### config.mk
export PLATFORM = sky130hd
export DESIGN_NAME = smallcalc_cu
export DESIGN_NICKNAME = d
export VERILOG_FILES = /design/src/rtl/smallcalc_pkg.sv /design/src/rtl/smallcalc_cu.sv
export SDC_FILE = /design/constraint.sdc
export NUM_CORES = 1
export LEC_CHECK = 0
export CAP_MARGIN = 20
export CORE_AREA = 2 2 39 41
export DETAILED_ROUTE_END_ITERATION = 10
export DIE_AREA = 0 0 41 43
export PLACE_DENSITY_LB_ADDON = 0.2
export SLEW_MARGIN = 15
export SYNTH_ARGS = -nofsm -noshare
export SYNTH_HDL_FRONTEND = slang
export SYNTH_SLANG_ARGS = --single-unit
### constraint.sdc
create_clock -name clk -period 1.35 [get_ports clk]
set_clock_uncertainty 0.2 [all_clocks]
set_input_delay 0.135 -clock clk [delete_from_list [all_inputs] [get_ports clk]]
set_output_delay 0.135 -clock clk [all_outputs]
set_load 0.05 [all_outputs]
### src/rtl/smallcalc_pkg.sv
// smallcalc_pkg: shared state codes, mux selects and register addresses (CLEAR exists only with SMALLCALC_CU_CLEAR_EN)
package smallcalc_pkg;
  typedef enum logic [2:0] {
    IDLE   = 3'd0,
    LOAD_A = 3'd1,
    LOAD_B = 3'd2,
    EXEC   = 3'd3,
    DONE   = 3'd4
`ifdef SMALLCALC_CU_CLEAR_EN
    , CLEAR = 3'd5
`endif
  } state_t;
  localparam logic [1:0] S1_IN1  = 2'b00;
  localparam logic [1:0] S1_IN2  = 2'b01;
  localparam logic [1:0] S1_ZERO = 2'b10;
  localparam logic [1:0] S1_ALU  = 2'b11;
  localparam logic S2_ZERO = 1'b0;
  localparam logic S2_ALU  = 1'b1;
  localparam logic [1:0] R0 = 2'b00;
  localparam logic [1:0] R1 = 2'b01;
  localparam logic [1:0] R2 = 2'b10;
  localparam logic [1:0] R3 = 2'b11;
endpackage

### src/rtl/smallcalc_cu.sv
// smallcalc_cu: Moore control unit sequencing load/load/exec/done for a register-file ALU datapath; SMALLCALC_CU_CLEAR_EN adds a reset-time register clear
module smallcalc_cu
  import smallcalc_pkg::*;
(
  input  logic       clk,
  input  logic       rst,
  input  logic       go,
  input  logic [1:0] op,
  output logic [1:0] s1,
  output logic       s2,
  output logic       we,
  output logic [1:0] wa,
  output logic       rea,
  output logic [1:0] raa,
  output logic       reb,
  output logic [1:0] rab,
  output logic [1:0] c,
  output logic       done,
  output logic [2:0] cs
);
  state_t state, next;
  logic [1:0] op_q;
`ifdef SMALLCALC_CU_CLEAR_EN
  logic [1:0] cnt;
  localparam state_t RST_ST = CLEAR;
`else
  localparam state_t RST_ST = IDLE;
`endif

  // state register, op capture on start, clear counter
  always_ff @(posedge clk) begin
    if (rst) begin
      state <= RST_ST;
      op_q  <= 2'b00;
`ifdef SMALLCALC_CU_CLEAR_EN
      cnt   <= 2'b00;
`endif
    end else begin
      state <= next;
      if (state == IDLE && go) op_q <= op;
`ifdef SMALLCALC_CU_CLEAR_EN
      cnt <= (state == CLEAR) ? cnt + 2'd1 : cnt;
`endif
    end
  end

  // next-state logic; go only matters in IDLE and DONE
  always_comb begin
    next = IDLE;
    case (state)
      IDLE:   next = go ? LOAD_A : IDLE;
      LOAD_A: next = LOAD_B;
      LOAD_B: next = EXEC;
      EXEC:   next = DONE;
      DONE:   next = go ? DONE : IDLE;
`ifdef SMALLCALC_CU_CLEAR_EN
      CLEAR:  next = (cnt == 2'b11) ? IDLE : CLEAR;
`endif
      default: next = IDLE;
    endcase
  end

  // Moore output decode from the state register only
  always_comb begin
    s1   = S1_IN1;
    s2   = S2_ZERO;
    we   = 1'b0;
    wa   = R0;
    rea  = 1'b0;
    raa  = R0;
    reb  = 1'b0;
    rab  = R0;
    c    = 2'b00;
    done = 1'b0;
    cs   = state;
    case (state)
      LOAD_A: begin
        s1 = S1_IN1;
        we = 1'b1;
        wa = R1;
      end
      LOAD_B: begin
        s1 = S1_IN2;
        we = 1'b1;
        wa = R2;
      end
      EXEC: begin
        rea = 1'b1;
        raa = R1;
        reb = 1'b1;
        rab = R2;
        c   = op_q;
        s1  = S1_ALU;
        we  = 1'b1;
        wa  = R3;
        s2  = S2_ALU;
      end
      DONE: begin
        rea  = 1'b1;
        raa  = R1;
        reb  = 1'b1;
        rab  = R2;
        c    = op_q;
        s2   = S2_ALU;
        done = 1'b1;
      end
`ifdef SMALLCALC_CU_CLEAR_EN
      CLEAR: begin
        s1 = S1_ZERO;
        we = 1'b1;
        wa = cnt;
      end
`endif
      default: ;
    endcase
  end
endmodule

==> run_results.csv <==
group,metric,value,unit
timing,finalHoldViolCount,0,
place,place_congestion,0.654,
synthesis,synth_flop_cell,"dfxtp_1",
clock_network,cts_tree,"yes",
floorplanning,dieArea,1760,um^2
clock_network,htree_levels,1,
clock_network,clockBufferDepth,2,
clock_network,insertion_delay,0.24,ns
setup_path,path_max_fanout,4,
synthesis,ys_seq_elements,5,
grt,grt_overflow_total,0,
drt,drt_iter0_markers,1,
pwr,combPwrFrac,59.8,%
run,cap_violations,0,
setup_path,slowest_delay,0.46,ns
synthesis,yosys.area.top_type,"dfxtp_1",
drt,first_pass_iters,2,
timing,timing.hold.ws,0.265,ns
timing,rsz0062_at_grt,"yes",
drt,vias,353,
grt,track_usage,10.9,%
timing,fin_ws,-0.355,ns
pwr,switching_power,316,uW
synthesis,synth-simple-area-share,35.2,%
run_status,status,"complete, but fails checks",
synthesis,ys_warn_count,0,
pwr,p_per_area,937,nW/um^2
grt,first_global_vias,324,
synthesis,synthMuxAreaShare,5.52,%
timing,setup_viol,19,
setup_path,criticalPathCategory,"reg -> out",
drt,drc,0,
setup_path,required,1.01,ns
timing,fin_crit_sh,126,%
min_path,hp-class,"in -> reg",
synthesis,synth_area_leaders,"dfxtp_1 28%, buf_4 14%, nand2b_1 6.9%",
final_layout,drive_gt1_share,63.8,%
setup_path,critPathCaptureType,"output port",
pwr,power.leakage,0.000387,uW
grt,grt_pass1_wl,1.32,mm
drt,wl_met2,466,um
synthesis,yosys-top-cells-count,"7 x buf_4, 5 x dfxtp_1, 4 x nand2b_1, 3 x and2b_1, 3 x nor2_1",
grt,grt_max_degree,10,
synthesis,synth-compound-area-share,5.52,%
pwr,peakVddDrop,0.564,mV
synthesis,synthXorXnorAreaFrac,2.41,%
synthesis,synth-seq-area-share,27.6,%
timing,fmax,0.587,GHz
clock_network,clock-sinks,5,
run_status,violations,"negative setup slack",
drt,met3WireLength,50,um
clock_network,clk_pin_slew,0.04,ns
final_layout,nets,75,
synthesis,synth_top_family_by_area,"simple AND/OR/NAND/NOR gates",
floorplanning,die_w,41,um
synthesis,synth_edf_count,0,
pwr,cellInternalPower,528,uW
synthesis,synth_area,363,um^2
timing,slew_violations,0,
pwr,seqPwrFrac,20.2,%
drt,drt-total-wl,854,um
synthesis,yosysMostFrequentCell,"buf_4",
setup_path,cp_data_arrival_time,1.37,ns
floorplanning,io_pins,23,
pwr,clkPwrFrac,20.0,%
pwr,power.total,844,uW
drt,via_per_inst,4.15,
drt,wl_per_cell,10.0,um
floorplanning,num_rows,14,
drt,ant_nets,0,
clock_network,cts-root-buf,"clkbuf_4",
drt,drt-met1-wl,337,um
grt,antenna_found_initial,0,
floorplanning,core,1380,um^2
final_layout,area_delta_synth_final,148,%
clock_network,cts_buffers,3,
synthesis,synth_cell_types,19,
synthesis,synthArstFlopShare,0,%
timing,post-route-min-period,1.70,ns
setup_path,critPathLaunchType,"flop",
drt,top_layer_used,"met3",
final_layout,antenna_cells,0,
setup_path,slowest_stage,"or3b_4",
synthesis,synthCells,40,
synthesis,synth_top_area_share,27.6,%
place,place_hpwl,596,um
pwr,swShare,37.5,%
floorplanning,start_util,26.2,%
floorplanning,fp.dieH,43,um
place,numPortBuffers,20,
synthesis,syn_avg_cell_area,9.07,um^2
setup_path,crit_chain,"or3b_4, a21boi_4, buf_12",
synthesis,synth_fa_ha_area_share,0,%
==> cell families after synthesis <==
group           after synthesis
flops                         5
simple gates                 17
buf+inv                      11
xor+xnor                      1
mux                           2
compound gates                3
other cells                   1
==> layout make-up <==
class | count | area (um^2)
timing repair buffer | 33 | 492
fill | 110 | 483
multi-input combinational | 25 | 244
sequential | 5 | 111
clock buffer | 4 | 26.3
tap | 16 | 20.0
inverter | 2 | 7.51
==> worst paths after layout <==
check                             start       to  slack (ns)  depth (start not counted)
worst min register to register  op_q[1]  op_q[1]        0.27                          2
worst max-delay path              cs[0]     c[0]       -0.35                          3
worst max register to register    cs[0]  op_q[1]       -0.12                          5
worst min-delay path              op[0]  op_q[0]        0.26                          3
==> critical path, delay by kind of cell (launching register included) <==
kind / cells / cell delay [ns]
and+or+nand+nor: 1 / 0.46
AOI/OAI and AO/OA: 1 / 0.18
DFF: 1 / 0.34
buffers and inverters: 1 / 0.15
==> state kept, by name (all words and copies together), names as in the netlist <==
signal / cells
cs: 3
op_q: 2
==> repair_timing <==
| item | in CTS | in global routing |
|---|---|---|
| hold endpoints to repair | 0 | 0 |
| hold buffers | 0 | 0 |
| pin swaps | 4 | 0 |
| endpoints found under the setup margin | 16 | 20 |
| setup buffers | 6 | 1 |
| gates resized for setup | 14 | 1 |
==> power groups by stage <==
stage	Clock, uW	Sequential, uW	Combinational, uW
3_5_place_dp	0	171	439
5_1_grt	188	173	524
4_1_cts	175	170	499
6_report	169	171	505
3_3_place_gp	0	171	437
2_1_floorplan	0	200	237
==> stage by stage <==
stage	utilization (%)	cells	area, um^2	worst slack (ns)	TNS, ns
6_report	65.1	85	901	-0.355	-4.20
5_1_grt	65.1	85	901	-0.383	-4.87
4_1_cts	64.1	84	887	-0.362	-4.13
3_5_place_dp	55.4	74	767	-0.0985	-0.536
3_3_place_gp	55.4	74	767	-0.0939	-0.441
2_1_floorplan	-	41	443	-0.379	-3.48
==> metal layers <==
| metal | global-route usage [%] | vias up |
|---|---|---|
| met4 | 4.00 | 0 |
| met3 | 4.71 | 0 |
| met2 | 15.9 | 14 |
| met5 | 0 | - |
| met1 | 13.8 | 158 |
| li1 | - | 181 |
==> layout by cell type (no fill, tap or decap), types with 3 or more instances in the layout <==
cell,count
clkdlybuf4s50_1,4
clkbuf_4,3
dfxtp_4,3
buf_6,7
and2b_1,3
buf_4,5
buf_12,16
nand2b_1,4
Power figures use the tool's default switching activity.
